==> src/rtl/sseg_mux_driver.sv <==
// ----------------------------------------------------------------------------
// sseg_mux_driver
//
// Time-multiplexed driver for an N-digit common-anode seven-segment display.
// The datapath loads hex nibbles, decimal points and per-digit enables into
// a shadow set. The shadow set is copied into the displayed (active) set only
// at a frame boundary, so a scan never shows a mix of old and new digits.
// Exactly one digit is lit per scan slot. A slot lasts PRESCALE clocks.
//
// Parameters:
//   N_DIGITS  number of scanned digits (1..8)
//   PRESCALE  clocks per scan slot (>= 2)
//   DEADTIME  blanking clocks at the start of each slot (< PRESCALE);
//             used only when the optional feature is built in
//
// Optional feature macro: SSEG_DEADTIME_EN
//   When defined, the first DEADTIME clocks of every slot are driven blank
//   to stop ghosting while the anode drivers switch. When undefined, no
//   blanking logic exists and DEADTIME has no effect.
//
// Ports:
//   clk         in   system clock, rising edge
//   reset       in   synchronous, active-high; has priority over all inputs
//   load        in   single-cycle strobe; captures hex_in/dp_in/digit_en
//   hex_in      in   [4*N_DIGITS]; digit k is bits [4k+3:4k]; digit 0 is
//                    the rightmost digit
//   dp_in       in   [N_DIGITS]; decimal point request, 1 = lit
//   digit_en    in   [N_DIGITS]; 1 = digit shown, 0 = digit blanked
//   an          out  [N_DIGITS]; anode selects, active-low, registered
//   sseg        out  [7]; segments gfedcba, active-low, registered
//   dp          out  decimal point segment, active-low, registered
//   frame_tick  out  one-cycle pulse in the cycle after each frame boundary
//
// Load handshake: load has no ready. Every cycle with load = 1 is accepted
// and overwrites the shadow set, so the last load before a frame boundary
// wins. If load = 1 on the boundary cycle itself, the inputs go straight to
// the active set and nothing is left pending.
// ----------------------------------------------------------------------------
module sseg_mux_driver #(
    parameter int unsigned N_DIGITS = 4,
    parameter int unsigned PRESCALE = 50000,
    parameter int unsigned DEADTIME = 4
) (
    input  logic                    clk,
    input  logic                    reset,
    input  logic                    load,
    input  logic [4*N_DIGITS-1:0]   hex_in,
    input  logic [N_DIGITS-1:0]     dp_in,
    input  logic [N_DIGITS-1:0]     digit_en,
    output logic [N_DIGITS-1:0]     an,
    output logic [6:0]              sseg,
    output logic                    dp,
    output logic                    frame_tick
);

    // ------------------------------------------------------------------------
    // Sizing
    // ------------------------------------------------------------------------
    // The prescaler is sized to hold the larger of PRESCALE-1 and DEADTIME.
    // The dead-time compare can then never truncate its constant, even when
    // DEADTIME is illegally large.
    localparam int unsigned CNT_SPAN = (DEADTIME >= PRESCALE) ? DEADTIME + 1 : PRESCALE;
    localparam int unsigned PW       = $clog2(CNT_SPAN);
    localparam int unsigned IW       = (N_DIGITS > 1) ? $clog2(N_DIGITS) : 1;

    localparam logic [PW-1:0] PS_LAST  = PW'(PRESCALE - 1);
    localparam logic [IW-1:0] IDX_LAST = IW'(N_DIGITS - 1);

    // ------------------------------------------------------------------------
    // State
    // ------------------------------------------------------------------------
    logic [PW-1:0]           prescale_q, prescale_d;
    logic [IW-1:0]           idx_q, idx_d;
    logic                    pending_q, pending_d;

    logic [4*N_DIGITS-1:0]   shadow_hex_q, shadow_hex_d;
    logic [N_DIGITS-1:0]     shadow_dp_q, shadow_dp_d;
    logic [N_DIGITS-1:0]     shadow_en_q, shadow_en_d;

    logic [4*N_DIGITS-1:0]   active_hex_q, active_hex_d;
    logic [N_DIGITS-1:0]     active_dp_q, active_dp_d;
    logic [N_DIGITS-1:0]     active_en_q, active_en_d;

    logic [N_DIGITS-1:0]     an_q, an_d;
    logic [6:0]              sseg_q, sseg_d;
    logic                    dp_q, dp_d;
    logic                    frame_tick_q, frame_tick_d;

    // Scan timing decodes
    logic                    slot_end;
    logic                    frame_end;

    // Digit currently addressed by idx_q, taken from the active set
    logic [3:0]              sel_hex;
    logic                    sel_dp;
    logic                    sel_en;
    logic [N_DIGITS-1:0]     sel_an_n;
    logic                    drive;

    // ------------------------------------------------------------------------
    // Hex to active-low gfedcba segment pattern
    // ------------------------------------------------------------------------
    function automatic logic [6:0] seg_decode(input logic [3:0] v);
        logic [6:0] s;
        s = 7'b1111111;
        case (v)
            4'h0: s = 7'b1000000;
            4'h1: s = 7'b1111001;
            4'h2: s = 7'b0100100;
            4'h3: s = 7'b0110000;
            4'h4: s = 7'b0011001;
            4'h5: s = 7'b0010010;
            4'h6: s = 7'b0000010;
            4'h7: s = 7'b1111000;
            4'h8: s = 7'b0000000;
            4'h9: s = 7'b0010000;
            4'hA: s = 7'b0001000;
            4'hB: s = 7'b0000011;
            4'hC: s = 7'b1000110;
            4'hD: s = 7'b0100001;
            4'hE: s = 7'b0000110;
            4'hF: s = 7'b0001110;
            default: s = 7'b1111111;
        endcase
        return s;
    endfunction

    // ------------------------------------------------------------------------
    // Scan counters
    // ------------------------------------------------------------------------
    always_comb begin
        slot_end   = (prescale_q == PS_LAST);
        frame_end  = slot_end && (idx_q == IDX_LAST);

        prescale_d = prescale_q + PW'(1);
        idx_d      = idx_q;
        if (slot_end) begin
            prescale_d = '0;
            // With a single digit IDX_LAST is 0, so the index stays at 0.
            if (idx_q == IDX_LAST) begin
                idx_d = '0;
            end else begin
                idx_d = idx_q + IW'(1);
            end
        end
    end

    // ------------------------------------------------------------------------
    // Shadow / active data sets
    // ------------------------------------------------------------------------
    always_comb begin
        shadow_hex_d = shadow_hex_q;
        shadow_dp_d  = shadow_dp_q;
        shadow_en_d  = shadow_en_q;
        active_hex_d = active_hex_q;
        active_dp_d  = active_dp_q;
        active_en_d  = active_en_q;
        pending_d    = pending_q;

        if (load) begin
            shadow_hex_d = hex_in;
            shadow_dp_d  = dp_in;
            shadow_en_d  = digit_en;
            pending_d    = 1'b1;
        end

        if (frame_end) begin
            // A load on the boundary cycle is newer than anything held in
            // the shadow set, so it goes straight to the active set.
            pending_d = 1'b0;
            if (load) begin
                active_hex_d = hex_in;
                active_dp_d  = dp_in;
                active_en_d  = digit_en;
            end else if (pending_q) begin
                active_hex_d = shadow_hex_q;
                active_dp_d  = shadow_dp_q;
                active_en_d  = shadow_en_q;
            end
        end
    end

    // ------------------------------------------------------------------------
    // Output drive (registered one cycle after index/active)
    // ------------------------------------------------------------------------
    always_comb begin
        sel_hex  = '0;
        sel_dp   = 1'b0;
        sel_en   = 1'b0;
        sel_an_n = '1;
        // An explicit compare per digit keeps every select in range, even
        // when N_DIGITS is not a power of two.
        for (int k = 0; k < N_DIGITS; k++) begin
            if (idx_q == IW'(k)) begin
                sel_hex     = active_hex_q[4*k +: 4];
                sel_dp      = active_dp_q[k];
                sel_en      = active_en_q[k];
                sel_an_n[k] = 1'b0;
            end
        end

        drive = sel_en;
`ifdef SSEG_DEADTIME_EN
        // Blank the start of each slot while the anode drivers switch.
        if (prescale_q < PW'(DEADTIME)) begin
            drive = 1'b0;
        end
`endif

        an_d   = '1;
        sseg_d = 7'b1111111;
        dp_d   = 1'b1;
        if (drive) begin
            an_d   = sel_an_n;
            sseg_d = seg_decode(sel_hex);
            dp_d   = ~sel_dp;
        end

        frame_tick_d = frame_end;
    end

    // ------------------------------------------------------------------------
    // State registers
    // ------------------------------------------------------------------------
    always_ff @(posedge clk) begin
        if (reset) begin
            prescale_q   <= '0;
            idx_q        <= '0;
            pending_q    <= 1'b0;
            shadow_hex_q <= '0;
            shadow_dp_q  <= '0;
            shadow_en_q  <= '0;
            active_hex_q <= '0;
            active_dp_q  <= '0;
            active_en_q  <= '0;
            an_q         <= '1;
            sseg_q       <= 7'b1111111;
            dp_q         <= 1'b1;
            frame_tick_q <= 1'b0;
        end else begin
            prescale_q   <= prescale_d;
            idx_q        <= idx_d;
            pending_q    <= pending_d;
            shadow_hex_q <= shadow_hex_d;
            shadow_dp_q  <= shadow_dp_d;
            shadow_en_q  <= shadow_en_d;
            active_hex_q <= active_hex_d;
            active_dp_q  <= active_dp_d;
            active_en_q  <= active_en_d;
            an_q         <= an_d;
            sseg_q       <= sseg_d;
            dp_q         <= dp_d;
            frame_tick_q <= frame_tick_d;
        end
    end

    assign an         = an_q;
    assign sseg       = sseg_q;
    assign dp         = dp_q;
    assign frame_tick = frame_tick_q;

endmodule
==> config.mk <==
export PLATFORM = sky130hd
export DESIGN_NAME = sseg_mux_driver
export DESIGN_NICKNAME = d
export VERILOG_FILES = /design/src/rtl/sseg_mux_driver.sv
export SDC_FILE = /design/constraint.sdc
export NUM_CORES = 1
export LEC_CHECK = 0
export ABC_AREA = 1
export CORE_ASPECT_RATIO = 0.9
export CORE_MARGIN = 4
export CORE_UTILIZATION = 51
export DETAILED_ROUTE_END_ITERATION = 12
export PLACE_DENSITY = 0.76
export SLEW_MARGIN = 20
export SYNTH_ARGS = -nofsm -noshare
export SYNTH_HDL_FRONTEND = slang
export SYNTH_SLANG_ARGS = --single-unit
==> constraint.sdc <==
create_clock -name clk -period 2.02 [get_ports clk]
set_input_delay 0.404 -clock clk [delete_from_list [all_inputs] [get_ports clk]]
set_output_delay 0.404 -clock clk [all_outputs]
set_load 0.02 [all_outputs]
After elaboration in Yosys (flattened, before gate mapping):

Memory sizes are Yosys's and may differ from the RTL's. A register that Yosys moved wholly into a read port is not among the register bits.
Cells that the tools add are included.

* register bits after elaboration: 73
* memory bits (read-only): 112
* bits of input ports: 27
* output and inout bits: 13
* word-level logic and storage cells: 51
* memories: 1

Memory list
* (no name shown): depth 16, bits a word 7, rd ports 1, clocked after memory_dff 1, write ports 0, line 106 `case (v)`

* $add $sub $neg: 2
* eq/ne operators: 4
* muxes and demuxes: 23
* bitwise operators: 2
* reduce and logical (&&, ||, !) cells: 7

Operators by type and width (number)
* $mux W16: 2
* $mux W4: 8
* $add A16 B1 Y16 const B: 1
* $eq A16 B16 Y1 const B: 1
* $mux W1: 12
* $reduce_or A2 Y1: 3
* $eq A2 B2 Y1 const B: 2
* $add A2 B1 Y2 const B: 1
* $eq A2 B1 Y1 const B: 1
* $logic_not A2 Y1: 1
* $mux W2: 1
* $not A1 Y1: 2
* $reduce_and A2 Y1: 1
* $reduce_bool A2 Y1: 1
* $logic_and A1 B1 Y1: 1

Depth between registers and ports, before layout:

* depth in word-level cells: 7
* mapped depth: 13
* gate-level depth less buffers: 13

Least setup slack after synthesis:

Ideal clock, no wire load.

* path kind: register to register
* from: register idx_q[0]
* to: register sseg_q[0], in the netlist sseg[0]
* library setup time: 0.121 ns
* arrival: 1.759 ns
* required time: 1.899 ns
* setup slack: 0.140 ns
* cell stages (with the launch flop): 13
* path buffers: 2
* clock period less this slack: 1.880 ns
* path through: dfxtp_1 > ha_1 > buf_2 > buf_2 > a21oi_1 > nand2_1 > o21ai_1 > inv_1 > ha_1 > nand3_1 > nand2_1 > nand2_1 > nand3_1

* word-level cells in the longest chain between the ends: 7
* elaborated cells on any way between the ends: 14
* classes of those cells: eq/ne (3); mux (8); bitwise (1); reduce/logical (2)

RTL lines
* start: declaration: line 73 `logic [IW-1:0] idx_q, idx_d;`
* start signal: assignment: line 242 `idx_q <= idx_d;`
* $logic_not A2 Y1: line 194 `if (idx_q == IW'(k)) begin`
* $mux W1 (4 in series): line 194
* $not A1 Y1 (no source line)
* $reduce_or A2 Y1 (no source line)
* end: declaration: line 85 `logic [6:0] sseg_q, sseg_d;`

Parallel ways exist; a longest one is shown, timed or not.
A chain may end at the register's enable or synchronous reset.

Final worst setup path:

* from: register idx_q[0]
* to: register sseg_q[6], in the netlist sseg[6]

The elaborated chain is that of the path after synthesis.

==> results.py <==
metrics = {
    "power": {
        "power_density_mw_per_mm2": 699,
        "clkPwrFrac_pct": 41.1,
        "ir_drop_v": 0.000651,
        "p_int_mw": 2.39,
        "pwr-share-comb_pct": 6.2,
        "p_switching_mw": 0.688,
        "p_seq_share_pct": 52.7,
        "p_sw_share_pct": 22.3,
        "power_mw": 3.08,
        "power.leakage_nw": 1.78,
    },
    "cells_and_area": {
        "layoutNonFillerInstCount": 616,
        "antenna_cells": 0,
        "layout_commonest_cell": "nor2_1",
        "final_cell_mix": "nor2_1 (97), nand2_1 (96), dfxtp_1 (78), clkdlybuf4s50_1 (39), nand4_1 (27)",
        "final_nets": 557,
        "syn_to_final_growth_pct": 20.1,
        "fillers": 604,
        "drive_above_1_share_pct": 12.8,
    },
    "worst_setup_path": {
        "startpoint": "idx_q[0]",
        "critPathKind": "flop to flop",
        "rrSetupSlack_ns": 0.19,
        "crit_buf_inv": 2,
        "reg2reg_depth": 9,
        "max_stage_delay_ns": 0.37,
        "start_kind": "flop",
        "reg2reg_to": "sseg[6]",
        "worstPathCellList": "ha_1 > buf_4 > nand2_1 > nand2_2 > inv_1 > nand2_1 > nand2_1 > nand2_1 > nand2_1",
        "slowest_stage": "dfxtp_2",
        "r2r-start": "idx_q[0]",
        "critPathCaptureType": "flop",
        "path_max_fanout": 30,
        "critPathTopFamily": "simple AND/OR/NAND/NOR gates",
        "worstPathArrival_ns": 2.07,
        "path_common_cell": "nand2_1",
        "cp_data_required_time_ns": 2.26,
    },
    "synth": {
        "synthesis.area_mm2": 0.00367,
        "synth_cells": 478,
        "synth_seq_cells": 80,
        "synth_adder_area_share_pct": 3.75,
        "synth.mux.area_fraction_pct": 6.55,
        "synthSimpleGateAreaFrac_pct": 35.1,
        "synthArstFlopShare_pct": 0,
        "syn_nets": 516,
        "synth_flop_cell": "dfxtp_1",
        "synth-seq-area-share_pct": 43.7,
        "ys_types": 32,
        "synth_top_family_by_area": "simple AND/OR/NAND/NOR gates",
        "synth-xor-area-share_pct": 0.239,
        "yosys_warnings": 0,
        "synth_compound_area_share_pct": 4.03,
        "synth.avg_cell_area_um2": 7.67,
        "synth_edf_count": 0,
    },
    "grt": {
        "grt_pass1_vias": 2990,
        "antenna_found_initial": 0,
        "grt_usage_pct": 18.6,
        "overflow": 0,
        "grt_first_pass_wirelength_mm": 13.2,
        "grt_max_degree": 31,
    },
    "route": {
        "avgViaCountPerCell": 5.12,
        "top_layer_used": "met4",
        "met1_length_mm": 3.91,
        "dr_wl_met3_um": 361,
        "vias": 3153,
        "first_pass_iters": 5,
        "drc": 0,
        "postRouteAntennaNets": 0,
        "totalWireLength_mm": 7.78,
        "wl_per_cell_um": 12.6,
        "routed-wl-met2_mm": 3.36,
        "initialDrtViolationCount": 166,
    },
    "floorplan": {
        "coreArea_mm2": 0.00700,
        "start_util_pct": 52.3,
        "die_area_mm2": 0.00861,
        "rows": 29,
        "die_y_um": 88.4,
        "io_pins": 40,
        "die_w_um": 97.4,
    },
    "worst_hold_path": {
        "hold_depth": 1,
        "hold_start": "prescale_q[0]",
        "hp-class": "flop to flop",
        "hold_end": "prescale_q[0]",
    },
    "timing": {
        "slew_violations": 0,
        "setup_violations": 0,
        "timing.hold.ws_ns": 0.468,
        "finalClockSkew_ns": 0.0102,
        "maxSlewHeadroom_pct": 67.1,
        "rsz0062_at_grt": "false",
        "period_needed_ns": 1.83,
        "fin_ws_ns": 0.189,
        "hold_viol": 0,
        "tns_ns": 0,
        "max_freq_ghz": 0.546,
        "post-route-period-util_pct": 90.6,
        "worst_pin_slew_ns": 0.488,
    },
    "placed_design": {
        "post-place-cells": 601,
        "hpwlAfterDp_mm": 5.70,
        "pre_cts_ws_ns": 0.00406,
        "port_buffers": 39,
        "place_congestion": 0.857,
    },
    "clock_tree": {
        "clockBufferDepth": 2,
        "cts_tree": "yes",
        "clk_latency_ns": 0.35,
        "clk_pin_slew_ns": 0.08,
        "htreeDepth": 3,
        "cts_buffers": 9,
        "root_buffer": "clkbuf_8",
        "cts_sinks": 80,
    },
    "run_status": {
        "outcome": "complete, no violations",
    },
    "flow_run": {
        "cap_violations": 0,
    },
}
[logic make-up after synthesis]
| family | count (synthesis) |
|---|---|
| multiplexers | 24 |
| flip-flops | 80 |
| AO/OA/AOI/OAI | 28 |
| adder cells (fa/ha/maj) | 11 |
| buffers and inverters | 53 |
| XOR/XNOR | 1 |
| AND/OR/NAND/NOR | 281 |
[area by class of cell]
cell class	instances	area, µm²	share of cell area [%]
clock inverter	6	85.1	1.93
clock buffer	9	124	2.81
tap	93	116	2.64
inverter	33	124	2.81
timing repair buffer	50	510	11.6
sequential	80	1600	36.4
multi-input combinational	345	1840	41.8
[cells in the mapped netlist (2+ instances only)]
cell / count / area (µm²)
nand2_1: 97 / 364
nor2_1: 97 / 364
dfxtp_1: 80 / 1600
nand4_1: 27 / 169
nand3_1: 26 / 130
mux2i_1: 24 / 240
a21oi_1: 19 / 95.1
inv_1: 19 / 71.3
inv_2: 12 / 45.0
ha_1: 11 / 138
nor3_1: 10 / 50.1
buf_2: 8 / 40.0
buf_1: 5 / 18.8
nand2_2: 5 / 31.3
nor2_4: 5 / 56.3
nor2_2: 4 / 25.0
o21ai_0: 4 / 20.0
buf_4: 3 / 22.5
o211ai_1: 3 / 22.5
buf_8: 2 / 30.0
clkbuf_1: 2 / 7.51
clkinv_1: 2 / 7.51
nand3b_1: 2 / 15.0
o21ai_1: 2 / 10.0
or2_2: 2 / 12.5
[what timing repair did]
| action | in CTS | in global routing |
|---|---|---|
| hold buffers | 0 | 0 |
| cloned | 0 | 0 |
| setup buffers | 0 | 0 |
| gates resized for setup | 1 | 9 |
| setup endpoints to repair | 4 | 7 |
| pin swaps | 0 | 0 |
[worst register-to-register path, stage by stage (launching register included)]
cell and delay, ns:
dfxtp_2 0.37, ha_1 0.25, buf_4 0.36, nand2_1 0.21
nand2_2 0.24, inv_1 0.08, nand2_1 0.08, nand2_1 0.05
nand2_1 0.05, nand2_1 0.05
[state kept, by name, summed over array words and instances, names as in the netlist, 7 cells and up]
signal	cells
shadow_hex_q	16
active_hex_q	16
prescale_q	16
sseg	7
[per-stage QoR]
stage / cell area, µm² / util [%]
detailed placement: 4170 / 59.6
floorplan: 3670 / -
finish: 4400 / 62.9
global placement: 4170 / 59.6
CTS: 4390 / 62.6
global route: 4400 / 62.9
[power by group through the flow]
stage | Combinational, mW | Clock (mW) | Sequential (mW)
floorplan | 0.111 | 0 | 1.66
global placement | 0.190 | 0 | 1.66
detailed placement | 0.193 | 0 | 1.66
CTS | 0.193 | 1.29 | 1.62
global route | 0.215 | 1.35 | 1.62
finish | 0.192 | 1.27 | 1.62
[metal layers]
metal  vias to the layer above  global-route usage, %
met4                         0                   8.30
met1                      1420                   24.6
met3                        13                   3.47
met2                        82                   30.0
li1                       1638                      -
met5                         -                      0
[worst max path at each step]
stage | to | slack, ns | cells after the start
2_1_floorplan | sseg[0] | 0.14 | 12
3_3_place_gp | active_hex_q[12] | 0.12 | 8
3_5_place_dp | sseg[3] | 0.004 | 13
4_1_cts | sseg[1] | 0.03 | 11
5_1_grt | sseg[3] | 0.006 | 11
6_report | sseg[6] | 0.19 | 9
No activity file was read; power rests on OpenSTA's default activity.
